===== src/rtl/mult_share_arbiter.sv =====
// Round-robin arbiter sharing one shift-add multiplier among NREQ requesters,
// with operand capture, handshake sequencing and a done-watchdog.
module mult_share_arbiter #(
   parameter int unsigned NREQ    = 4,
   parameter int unsigned W       = 24,
   parameter int unsigned TIMEOUT = 64
) (
   input  logic                clk,
   input  logic                reset,
   input  logic [NREQ-1:0]     req,
   input  logic [NREQ*W-1:0]   req_a,
   input  logic [NREQ*W-1:0]   req_b,
   output logic [NREQ-1:0]     grant,
   output logic [NREQ-1:0]     resp_valid,
   output logic [W-1:0]        resp_product,
   output logic                resp_err,
   output logic                busy,
   output logic [W-1:0]        mul_a,
   output logic [W-1:0]        mul_b,
   output logic                mul_available,
   output logic                mul_reset_n,
   input  logic                mul_status,
   input  logic                mul_done,
   input  logic [W-1:0]        mul_product
);

   localparam int unsigned PW = (NREQ > 1) ? $clog2(NREQ) : 1;
   localparam int unsigned CW = $clog2(TIMEOUT);

   typedef enum logic [1:0] {IDLE, ISSUE, WAIT, RESP} state_t;

   state_t          state, state_nxt;
   logic [PW-1:0]   rr_ptr, owner, win;
   logic            win_vld;
   logic [CW-1:0]   wd_cnt;
   logic            wd_hit;
   logic            grant_q;
   logic            err_q;
   logic [NREQ-1:0] owner_oh;

   // First requester at or above rr_ptr, wrapping modulo NREQ.
   always_comb begin
      int unsigned   idx;
      logic [PW-1:0] cand;
      win     = '0;
      win_vld = 1'b0;
      idx     = 0;
      cand    = '0;
      for (int unsigned k = 0; k < NREQ; k++) begin
         idx  = (32'(rr_ptr) + k) % NREQ;
         cand = PW'(idx);
         if (!win_vld && req[cand]) begin
            win_vld = 1'b1;
            win     = cand;
         end
      end
   end

   // A done arriving on the last allowed cycle wins over the abort.
   assign wd_hit = ((state == ISSUE) || ((state == WAIT) && !mul_done)) &&
                   (wd_cnt == CW'(TIMEOUT - 1));

   always_ff @(posedge clk) begin
      if (reset) state <= IDLE;
      else       state <= state_nxt;
   end

   always_comb begin
      state_nxt = state;
      case (state)
         IDLE:    if (win_vld) state_nxt = ISSUE;
         ISSUE:   if (wd_hit) state_nxt = RESP;
                  else if (mul_status) state_nxt = WAIT;
         WAIT:    if (mul_done || wd_hit) state_nxt = RESP;
         RESP:    state_nxt = IDLE;
         default: state_nxt = IDLE;
      endcase
   end

   always_ff @(posedge clk) begin
      if (reset) begin
         mul_a        <= '0;
         mul_b        <= '0;
         resp_product <= '0;
         owner        <= '0;
         rr_ptr       <= '0;
         wd_cnt       <= '0;
         grant_q      <= 1'b0;
         err_q        <= 1'b0;
      end else begin
         grant_q <= 1'b0;
         case (state)
            IDLE: begin
               if (win_vld) begin
                  mul_a   <= req_a[win*W +: W];
                  mul_b   <= req_b[win*W +: W];
                  owner   <= win;
                  rr_ptr  <= (win == PW'(NREQ - 1)) ? '0 : win + PW'(1);
                  grant_q <= 1'b1;
                  wd_cnt  <= '0;
               end
            end
            ISSUE, WAIT: begin
               wd_cnt <= wd_cnt + CW'(1);
               if ((state == WAIT) && mul_done) begin
                  resp_product <= mul_product;
                  err_q        <= 1'b0;
               end else if (wd_hit) begin
                  resp_product <= '0;
                  err_q        <= 1'b1;
               end
            end
            default: ;
         endcase
      end
   end

   assign owner_oh = NREQ'(1) << owner;

   always_comb begin
      grant         = '0;
      resp_valid    = '0;
      resp_err      = 1'b0;
      busy          = (state != IDLE);
      mul_available = (state == ISSUE);
      mul_reset_n   = ~reset & ~wd_hit;
      if (grant_q) grant = owner_oh;
      if (state == RESP) begin
         resp_valid = owner_oh;
         resp_err   = err_q;
      end
   end

endmodule


===== config.mk =====
export PLATFORM = sky130hd
export DESIGN_NAME = mult_share_arbiter
export DESIGN_NICKNAME = d
export VERILOG_FILES = /design/src/rtl/mult_share_arbiter.sv
export SDC_FILE = /design/constraint.sdc
export NUM_CORES = 1
export LEC_CHECK = 0
export CAP_MARGIN = 15
export CORE_MARGIN = 2
export CORE_UTILIZATION = 35
export CTS_CLUSTER_SIZE = 24
export DETAILED_ROUTE_END_ITERATION = 16
export PLACE_DENSITY = 0.79
export SLEW_MARGIN = 10
export SYNTH_ARGS = -nofsm -noshare
export SYNTH_HDL_FRONTEND = slang
export SYNTH_SLANG_ARGS = --single-unit

===== constraint.sdc =====
create_clock -name clk -period 4.55 [get_ports clk]
set_clock_uncertainty 0.05 [all_clocks]
set_input_delay 1.365 -clock clk [delete_from_list [all_inputs] [get_ports clk]]
set_output_delay 1.365 -clock clk [all_outputs]
set_load 0.02 [all_outputs]

== Yosys cells after proc, flatten, opt, wreduce, memory -nomap -nowiden ==
Index checks and enable logic that the tools add are counted.

* Bits in registers: 86
* Bits in latches: 0
* Memory bits (writable): 0
* Bits in read-only memories: 0
* Input bits: 224
* Output and inout port bits: 84
* Logic and storage cells: 88
* Memories kept: 0

* $add $sub $neg: 5
* Multiply operators: 1
* Divide/modulo/power cells: 0
* $lt $le $gt $ge: 4
* Eq/ne operators: 8
* Shift operators: 3
* Muxes and demuxes: 32
* Bitwise operators: 4
* Reductions and logical operators: 22

{| class="wikitable"
|+ Operator list
! kind !! count
|-
| 96-bit by 8-bit indexed part select with 24-bit output || 2
|-
| 24-bit two-way mux || 2
|-
| 2-bit two-way mux || 9
|-
| 2-bit by 3-bit < comparator with 1-bit output, second input constant || 4
|-
| 1-bit two-way mux || 12
|-
| 6-bit case mux with 2 select lines || 1
|-
| 1-bit binary-select mux with 2-bit select || 4
|-
| 4-bit two-way mux || 2
|-
| 2-bit case mux with 4 select lines || 1
|-
| 6-bit by 1-bit adder with 6-bit output, second input constant || 1
|-
| 2-bit equality test, second input constant || 3
|-
| 6-bit equality test, second input constant || 1
|-
| 1-bit logical AND || 6
|-
| 6-bit two-way mux || 1
|-
| 2-bit AND reduction || 3
|-
| 2-bit nonzero test || 3
|-
| 2-bit by 1-bit adder with 2-bit output, second input constant || 2
|-
| 2-bit adder, second input constant || 2
|-
| 1-bit zero test || 4
|-
| 2-bit by 2-bit multiplier with 4-bit output, second input constant || 1
|-
| 2-bit OR reduction || 2
|-
| 1-bit by 2-bit left shift with 4-bit output, first input constant || 1
|-
| 3-bit by 1-bit != test with 1-bit output, second input constant || 1
|-
| 1-bit NOT || 3
|-
| 7 further kinds || 8
|}

== Depth between registers and ports, before layout ==
Gate-level depths: netlist of run 1.

* Depth after elaboration: 14
* Depth in mapped cells: 9
* Mapped depth without buffers: 7

== Worst setup path before layout of run 1 ==
Ideal clock, no wire load.

* Kind: in2out
* Start: input port reset
* End: output port mul_reset_n
* Data arrival time: 2.090 ns
* Required time: 3.135 ns
* Setup slack: 1.045 ns
* Cell stages on the path: 3
* Path buffers: 2
* Cell sequence: clkbuf_1 clkbuf_1 nor2_1

* Longest elaborated chain between the ends: 2

{| class="wikitable"
|+ RTL lines
! item !! RTL line !! source
|-
| start, declared || 9 || <nowiki>input logic reset,</nowiki>
|-
| 1-bit NOT || 126 || <nowiki>mul_reset_n = ~reset & ~wd_hit;</nowiki>
|-
| 1-bit AND || 126 ||
|-
| end, declared || 21 || <nowiki>output logic mul_reset_n,</nowiki>
|}

No other way between the ends.

== Worst setup path in the final report of run 1 ==
* Start: input port mul_done
* End: output port mul_reset_n

* Longest elaborated chain between the ends: 6

{| class="wikitable"
|+ RTL lines
! item !! RTL line !! source
|-
| start, declared || 23 || <nowiki>input logic mul_done,</nowiki>
|-
| 1-bit zero test || 60 || <nowiki>assign wd_hit = ((state == ISSUE) || ((state == WAIT) && !mul_done)) &&</nowiki>
|-
| 1-bit logical AND || 60 ||
|-
| 1-bit logical OR || 60 ||
|-
| 1-bit logical AND || 60 ||
|-
| 1-bit NOT || 126 ||
|-
| 1-bit AND || 126 ||
|}

No other way between the ends.

==> impl_table.tex, run 1 <==
\begin{tabular}{lr}
\hline
Metric & Value \\
\hline
\multicolumn{2}{l}{\textbf{Setup path}} \\
\quad Worst-path maximum fanout & 3 \\
\quad Launch point of the worst path & mul\_done \\
\quad Arrival time reported for the critical path endpoint & 2.86 ns \\
\quad Category of the worst setup path capture point & output port \\
\quad Required time of the critical path & between 3 and 4 ns \\
\quad Reg-to-Reg Start & state[0] \\
\quad Worst setup path class & input port to output port \\
\quad Kind of start point of the critical path & input port \\
\multicolumn{2}{l}{\textbf{CTS}} \\
\quad Number of buffers inserted during clock tree synthesis & 9 \\
\quad CTS resizes & 0 \\
\quad Clock Path Buffers & 2 \\
\quad Clock root cell & clkbuf\_16 \\
\quad Post-CTS setup repair buffer count & 0 \\
\quad Clock transition at the registers of the reported paths & 0.06 ns \\
\quad Total number of H-tree levels & 3 \\
\quad Hold buffer count at cts & 0 \\
\quad Clock tree from TritonCTS & done \\
\quad Insertion delay to the later sink of the worst-skew pair & approximately 0.34 ns \\
\quad Clock sink count & 86 \\
\multicolumn{2}{l}{\textbf{Pwr}} \\
\quad Switching share of total power & 37.2\% \\
\quad Pwr dens & approximately 480 nW/µm² \\
\quad Switching pwr & roughly 1500 µW \\
\quad Cell internal pwr & around 2500 µW \\
\quad Clock network power share & between 10\% and 20\% \\
\quad Leakage power figure & roughly 0.0030 µW \\
\quad Part of the power in registers & 29.3\% \\
\quad Worst VDD drop & approximately 0.24 mV \\
\quad Logic pwr share & between 50\% and 60\% \\
\multicolumn{2}{l}{\textbf{Placed design}} \\
\quad IO Port Bufs & a little over 300 \\
\quad Final weighted congestion in routability-driven placement & about 0.84 \\
\quad HPWL reported at the end of detailed placement & 13.4 mm \\
\quad Worst setup slack before clock tree synthesis & between 0.2 and 0.3 ns \\
\multicolumn{2}{l}{\textbf{Yosys}} \\
\quad Synthesized cell area & 4580 µm² \\
\quad Synth Net Count & about 700 \\
\quad Portion of the post-synthesis area used by sequential elements & 37.6\% \\
\quad Number of enable-type register cells in the synthesized netlist & 0 \\
\quad Number of synthesized register bits & 86 \\
\quad Yosys Warn Count & 0 \\
\quad Number of unique standard cell types used by synthesis & 47 \\
\quad Commonest register cell after synthesis & dfxtp\_1 \\
\quad Avg Cell Area, Syn & just under 10 µm² \\
\quad Gate Count Post-Synth & roughly 460 \\
\quad Proportion of synthesized flip-flops having asynchronous set or reset & 0\% \\
\multicolumn{2}{l}{\textbf{Hold path}} \\
\quad Kind of path behind the tightest hold check & register to register \\
\quad Min-Delay Startpoint & mul\_b[13] \\
\multicolumn{2}{l}{\textbf{Drt}} \\
\quad Overall via count from detail\_route & just under 5000 \\
\quad Wirelength per Cell & roughly 18 µm \\
\quad Via density & approximately 5.2 \\
\quad Iteration-0 DRC Markers & 227 \\
\quad Router iterations before antenna repair & 4 \\
\quad Remaining routing DRC violations & 0 \\
\quad Routed Antenna Nets & 0 \\
\quad Final routed wirelength across all metal layers & roughly 17 mm \\
\multicolumn{2}{l}{\textbf{GRT}} \\
\quad Number of antenna violations at the first check in global routing & 1 \\
\quad Maximum number of pins on one net before global-route repair & 38 \\
\quad Number of global-route vias before repair & 5042 \\
\quad Global-route total usage across every layer & between 20\% and 30\% \\
\quad Leftover overflow at the end of global routing & 0 \\
\quad Global-route wire length before repair & $\sim$26 mm \\
\multicolumn{2}{l}{\textbf{STA}} \\
\quad Maximum achievable frequency & about 230 MHz \\
\quad Slew headroom & 40.6\% \\
\quad Fraction of the cycle the final worst path needs & 93.9\% \\
\quad Final slew viol count & 0 \\
\quad Setup-violating endpoint count in the final report & 0 \\
\quad Final critical-path required period & about 4.3 ns \\
\quad Setup WS post-layout & $\sim$0.28 ns \\
\quad Pin slew with the least headroom to its limit & 0.891 ns \\
\quad RSZ-0062 raised after global routing & false \\
\quad Post-Route Setup TNS & 0 ns \\
\quad Final worst hold slack & 0.410 ns \\
\quad Final-report hold violation count & 0 \\
\multicolumn{2}{l}{\textbf{Floorplan}} \\
\quad Initial standard-cell utilization of the core & between 30\% and 40\% \\
\quad Die width & between 100 and 150 µm \\
\quad Core area & about 13000 µm² \\
\quad Number of standard-cell rows in the floorplan & 41 \\
\quad Boundary Pins & around 300 \\
\quad Height of the die & $\sim$120 µm \\
\quad Total die area & 14000 µm² \\
\multicolumn{2}{l}{\textbf{Run status}} \\
\quad Run status & finished clean \\
\multicolumn{2}{l}{\textbf{Cells and area}} \\
\quad Proportion of layout cells with a drive suffix above 1 & 7.75\% \\
\quad Core utilization of the finished layout & between 60\% and 70\% \\
\quad Final net count & roughly 990 \\
\quad Area added between synthesis and finish & 76.6\% \\
\multicolumn{2}{l}{\textbf{Job}} \\
\quad Count of max-cap constraint violations & 0 \\
\hline
\end{tabular}
-- flip-flops by register name, indices dropped and copies added, names as in the netlist --
register / flops
mul_a: 24
state: 2
mul_b: 24
resp_product: 24
grant_q: 1
err_q: 1
wd_cnt: 6
owner: 2
rr_ptr: 2
-- Yosys cell counts, types with 3 or more instances --
cell type / count / area (µm²)
mux2i_1: 101 / 1010
dfxtp_1: 86 / 1720
nand2_1: 54 / 203
nor2_1: 37 / 139
o221ai_1: 28 / 245
a22oi_1: 26 / 195
o221ai_2: 20 / 300
buf_6: 12 / 135
clkbuf_1: 11 / 41.3
buf_2: 10 / 50.1
a21oi_1: 9 / 45.0
inv_1: 8 / 30.0
ha_1: 6 / 75.1
o21ai_0: 5 / 25.0
and3b_1: 4 / 35.0
buf_4: 4 / 30.0
and3_1: 3 / 18.8
nand3_1: 3 / 15.0
-- power groups by stage --
stage | logic (µW) | registers [µW] | clock network, µW
floorplan | 923 | 1380 | 0
global placement | 1970 | 1140 | 0
detailed placement | 2010 | 1160 | 0
CTS | 2010 | 1150 | 798
global route | 2120 | 1170 | 830
finish | 1990 | 1150 | 776
-- path summary, 6_finish.rpt --
| check | to | slack [ns] | cells after the start |
|---|---|---|---|
| max reg2reg | resp_product[19] | 2.23 | 5 |
| min | mul_b[13] | 0.41 | 2 |
| max | mul_reset_n | 0.28 | 5 |
| min reg2reg | mul_b[13] | 0.41 | 2 |
-- through the flow --
stage / std cells / total power (µW) / instance area [µm²]
after floorplan: 461 / 2300 / 4580
after global placement: 917 / 3110 / 7780
after detailed placement: 917 / 3170 / 7780
after CTS: 933 / 3960 / 8090
after global routing: 934 / 4130 / 8090
final: 934 / 3920 / 8090
-- critical path: stages --
cell and delay [ns]:
clkdlybuf4s50_1 0.51, nor2b_1 0.07, o21a_1 0.18, nor2_1 0.11, clkdlybuf4s50_1 0.62
-- kinds of logic after synthesis --
group	share of synthesized area, %
compound gates	20.3
xor+xnor	0.382
fa+ha+maj	1.64
buf+inv	6.41
flops	37.6
mux	22.3
simple gates	11.4
-- layout by cell type, fill, tap and decap left out, drive strengths merged, types with 2 or more instances in the layout --
cell type | Yosys | final
nor2 | 38 | 38
a221oi | 2 | 2
nor3 | 2 | 2
nor3b | 2 | 2
inv | 8 | 8
o21ai | 6 | 6
nor2b | 2 | 2
clkinv | 0 | 3
a21oi | 10 | 10
clkbuf | 12 | 10
ha | 6 | 6
nand3 | 3 | 3
o21a | 2 | 2
dfxtp | 86 | 86
bufinv | 0 | 2
o221ai | 48 | 48
and3b | 4 | 4
mux2i | 101 | 101
clkdlybuf4s50 | 0 | 307
nand2b | 2 | 2
buf | 26 | 15
and3 | 3 | 3
nand2 | 56 | 56
a22oi | 26 | 26
-- routing by layer --
layer	vias to the layer above	GRT usage, %	part of all wire [%]
met5	-	0	0
met4	0	8.04	2.0
met3	19	8.49	9.4
met2	215	43.2	51
met1	2276	25.5	38
li1	2309	-	-
-- layout make-up --
cell class | count | area [µm²]
diodes | 1 | 2.50
clock buffers | 10 | 229
clock inverters | 6 | 86.3
fillers | 1048 | 4630
inverters | 8 | 30.0
multi-input cells | 329 | 2590
flip-flops and latches | 86 | 1720
well taps | 172 | 215
repair buffers | 322 | 3220
(Power assumes the default switching activity.)
==> run 2, diff against run 1 <==
--- a/config.mk
+++ b/config.mk
@@ -10,8 +10,10 @@
 export CORE_UTILIZATION = 35
 export CTS_CLUSTER_SIZE = 24
 export DETAILED_ROUTE_END_ITERATION = 16
+export MAX_ROUTING_LAYER = met4
 export PLACE_DENSITY = 0.79
 export SLEW_MARGIN = 10
 export SYNTH_ARGS = -nofsm -noshare
 export SYNTH_HDL_FRONTEND = slang
 export SYNTH_SLANG_ARGS = --single-unit
+export TNS_END_PERCENT = 5
==> constraint.sdc (replaced) <==
create_clock -name clk -period 5.1 [get_ports clk]
set_clock_uncertainty 0.05 [all_clocks]
set_input_delay 1.53 -clock clk [delete_from_list [all_inputs] [get_ports clk]]
set_output_delay 1.53 -clock clk [all_outputs]
set_load 0.02 [all_outputs]
==> run 2 against run 1 <==
  * Wire length is 1.9% lower
  * Combinational power is 13% lower
  * First-iteration DRC count is 11% higher
  * Critical path type unchanged
  * Highest routed layer unchanged
==> impl_table.tex, run 2 (same netlist as run 1, synthesis figures left out) <==
\begin{tabular}{lr}
\hline
Metric & Value \\
\hline
\multicolumn{2}{l}{\textbf{Cells and area}} \\
\quad Proportion of layout cells with a drive suffix above 1 & 6.91\% (-0.85 points) \\
\quad Commonest non-fill, non-tap cells in the layout & 307 x clkdlybuf4s50\_1, 101 x mux2i\_1, 86 x dfxtp\_1 \\
\quad Most common library cell in the layout ignoring fill and taps & clkdlybuf4s50\_1 \\
\quad Registers with the most flip-flops & mul\_a (24), mul\_b (24), resp\_product (24) \\
\quad Area added between synthesis and finish & 74.8\% \\
\quad Final net count & 978 (-0.81\%) \\
\quad Final-layout fill cell count & 1086 (+3.6\%) \\
\quad Core utilization of the finished layout & 63.0\% (-0.63 points) \\
\multicolumn{2}{l}{\textbf{Drt}} \\
\quad Router iterations before antenna repair & 4 (unchanged) \\
\quad Final routed wirelength across all metal layers & 16.7 mm (-1.9\%) \\
\quad Routed Antenna Nets & 0 (unchanged) \\
\quad Overall via count from detail\_route & 4751 (-1.4\%) \\
\quad Iteration-0 DRC Markers & 251 (+11\%) \\
\quad Remaining routing DRC violations & 0 (unchanged) \\
\quad Via density & 5.13 (-0.67\%) \\
\quad Wirelength per Cell & 18.0 µm (-1.2\%) \\
\multicolumn{2}{l}{\textbf{CTS}} \\
\quad Clock sink count & 86 (unchanged) \\
\quad Total number of H-tree levels & 3 (unchanged) \\
\quad Post-CTS setup repair buffer count & 0 (unchanged) \\
\quad CTS resizes & 0 (unchanged) \\
\quad Clock Path Buffers & 2 (unchanged) \\
\quad Clock root cell & clkbuf\_16 \\
\quad Hold buffer count at cts & 0 (unchanged) \\
\quad Clock transition at the registers of the reported paths & 0.06 ns (about the same) \\
\quad Clock tree from TritonCTS & done \\
\quad Number of buffers inserted during clock tree synthesis & 9 (unchanged) \\
\quad Insertion delay to the later sink of the worst-skew pair & 0.34 ns (about the same) \\
\multicolumn{2}{l}{\textbf{Pwr}} \\
\quad Pwr dens & 425 nW/µm² (-12\%) \\
\quad Leakage power figure & 0.00297 µW (-1.8\%) \\
\quad Worst VDD drop & 0.234 mV (-0.90\%) \\
\multicolumn{2}{l}{\textbf{Floorplan}} \\
\quad Number of standard-cell rows in the floorplan & 41 (unchanged) \\
\quad Height of the die & 118 µm (unchanged) \\
\quad Initial standard-cell utilization of the core & 36.0\% (unchanged) \\
\quad Boundary Pins & 308 (unchanged) \\
\quad Core area & 12700 µm² (unchanged) \\
\quad Total die area & 14000 µm² (unchanged) \\
\quad Die width & 118 µm (unchanged) \\
\multicolumn{2}{l}{\textbf{Setup path}} \\
\quad Category of the worst setup path capture point & output port \\
\quad Worst setup path class & input port to output port \\
\quad Worst-path maximum fanout & 3 (unchanged) \\
\quad Longest individual stage delay on the worst path & 0.62 ns (about the same) \\
\quad Kind of start point of the critical path & input port \\
\quad Arrival time reported for the critical path endpoint & 3.03 ns (+0.17 ns) \\
\quad Required time of the critical path & 3.52 ns (+0.39 ns) \\
\quad Ordered list of cells on the worst path & clkdlybuf4s50\_1 > nor2b\_1 > o21a\_1 > nor2\_1 > clkdlybuf4s50\_1 \\
\quad Library cell appearing most often on the critical path & clkdlybuf4s50\_1 \\
\quad Cell at the slowest stage of the critical path & clkdlybuf4s50\_1 \\
\multicolumn{2}{l}{\textbf{Placed design}} \\
\quad IO Port Bufs & 307 (unchanged) \\
\quad Final weighted congestion in routability-driven placement & 0.811 (-3.9\%) \\
\quad HPWL reported at the end of detailed placement & 12.9 mm (-4.0\%) \\
\multicolumn{2}{l}{\textbf{GRT}} \\
\quad Number of global-route vias before repair & 4993 (-0.97\%) \\
\quad Number of antenna violations at the first check in global routing & 2 (+1) \\
\quad Global-route total usage across every layer & 23.8\% (about the same) \\
\quad Maximum number of pins on one net before global-route repair & 67 (+76\%) \\
\quad Leftover overflow at the end of global routing & 0 (unchanged) \\
\quad Global-route wire length before repair & 25.9 mm (-2.2\%) \\
\multicolumn{2}{l}{\textbf{STA}} \\
\quad Fraction of the cycle the final worst path needs & between 90\% and 100\% \\
\quad Final slew viol count & 0 (unchanged) \\
\quad Maximum achievable frequency & $\sim$220 MHz \\
\quad Final critical-path required period & roughly 4.6 ns \\
\quad Final-report hold violation count & 0 (unchanged) \\
\quad Pin slew with the least headroom to its limit & 0.939 ns (+0.0483 ns) \\
\quad Setup-violating endpoint count in the final report & 0 (unchanged) \\
\quad RSZ-0062 raised after global routing & false \\
\quad Post-Route Setup TNS & 0 ns (unchanged) \\
\quad Slew headroom & 37.4\% (-3.2 points) \\
\multicolumn{2}{l}{\textbf{Run status}} \\
\quad Run status & finished clean \\
\multicolumn{2}{l}{\textbf{Hold path}} \\
\quad Kind of path behind the tightest hold check & register to register \\
\multicolumn{2}{l}{\textbf{Job}} \\
\quad Count of max-cap constraint violations & 0 (unchanged) \\
\hline
\end{tabular}
==> run 2: cell types whose count changed in the layout (fill, tap and decap cells not counted) <==
cell	previous run	this run
buf_4	12	4
bufinv_16	2	0
clkbuf_1	1	0
clkbuf_8	0	2
clkinv_2	2	0
clkinv_4	1	0
clkinvlp_4	1	3
diode_2	1	2
inv_6	0	2
==> run 2: metrics by stage <==
stage / instances / worst slack, ns / total power, µW / hold WS [ns] / instance area (µm²)
2_1_floorplan: 461 / 1.26 / 2060 / 0.407 / 4580
3_5_place_dp: 909 / 0.503 / 2790 / 0.397 / 7720
4_1_cts: 925 / 0.489 / 3440 / 0.414 / 8010
3_3_place_gp: 909 / 0.546 / 2740 / 0.392 / 7720
5_1_grt: 927 / 0.393 / 3590 / 0.437 / 8010
6_report: 927 / 0.493 / 3410 / 0.414 / 8010
==> run 2: worst paths after layout <==
kind | slack [ns] | to | startpoint | cells after the start
worst max-delay path | 0.49 | mul_reset_n | mul_done | 5
worst min-delay path | 0.41 | mul_b[23] | mul_b[23] | 2
worst max register to register | 2.63 | mul_b[6] | rr_ptr[1] | 6
worst min register to register | 0.41 | mul_b[23] | mul_b[23] | 2
==> run 2: report_power, final <==
group | internal [µW] | leakage, µW | switching (µW)
Clock | 360 | 0.000135 | 283
Combinational | 860 | 0.00213 | 881
Sequential | 884 | 0.000705 | 137
Total | 2100 | 0.00297 | 1300
==> run 2: area by class of cell <==
cell class	count	area, µm²	share of cell area [%]
clock buffer	11	253	3.15
antenna	2	5.00	0.0625
inverter	8	30.0	0.375
sequential	86	1720	21.5
multi-input combinational	329	2590	32.3
timing repair buffer	314	3160	39.5
tap	172	215	2.69
clock inverter	5	40.0	0.500
==> run 2: per-layer routing <==
| layer | GRT usage, % | vias up | part of all wire (%) |
|---|---|---|---|
| met1 | 25.5 | 2221 | 39 |
| met4 | 9.23 | 0 | 2.5 |
| li1 | - | 2296 | - |
| met2 | 40.6 | 206 | 50 |
| met3 | 8.01 | 28 | 8.5 |
| met5 | - | - | 0 |
==> run 2: critical path: cells and delay by family <==
| family | cells | cell delay [ns] |
|---|---|---|
| compound gates | 1 | 0.18 |
| buf+inv | 2 | 1.12 |
| simple gates | 2 | 0.19 |
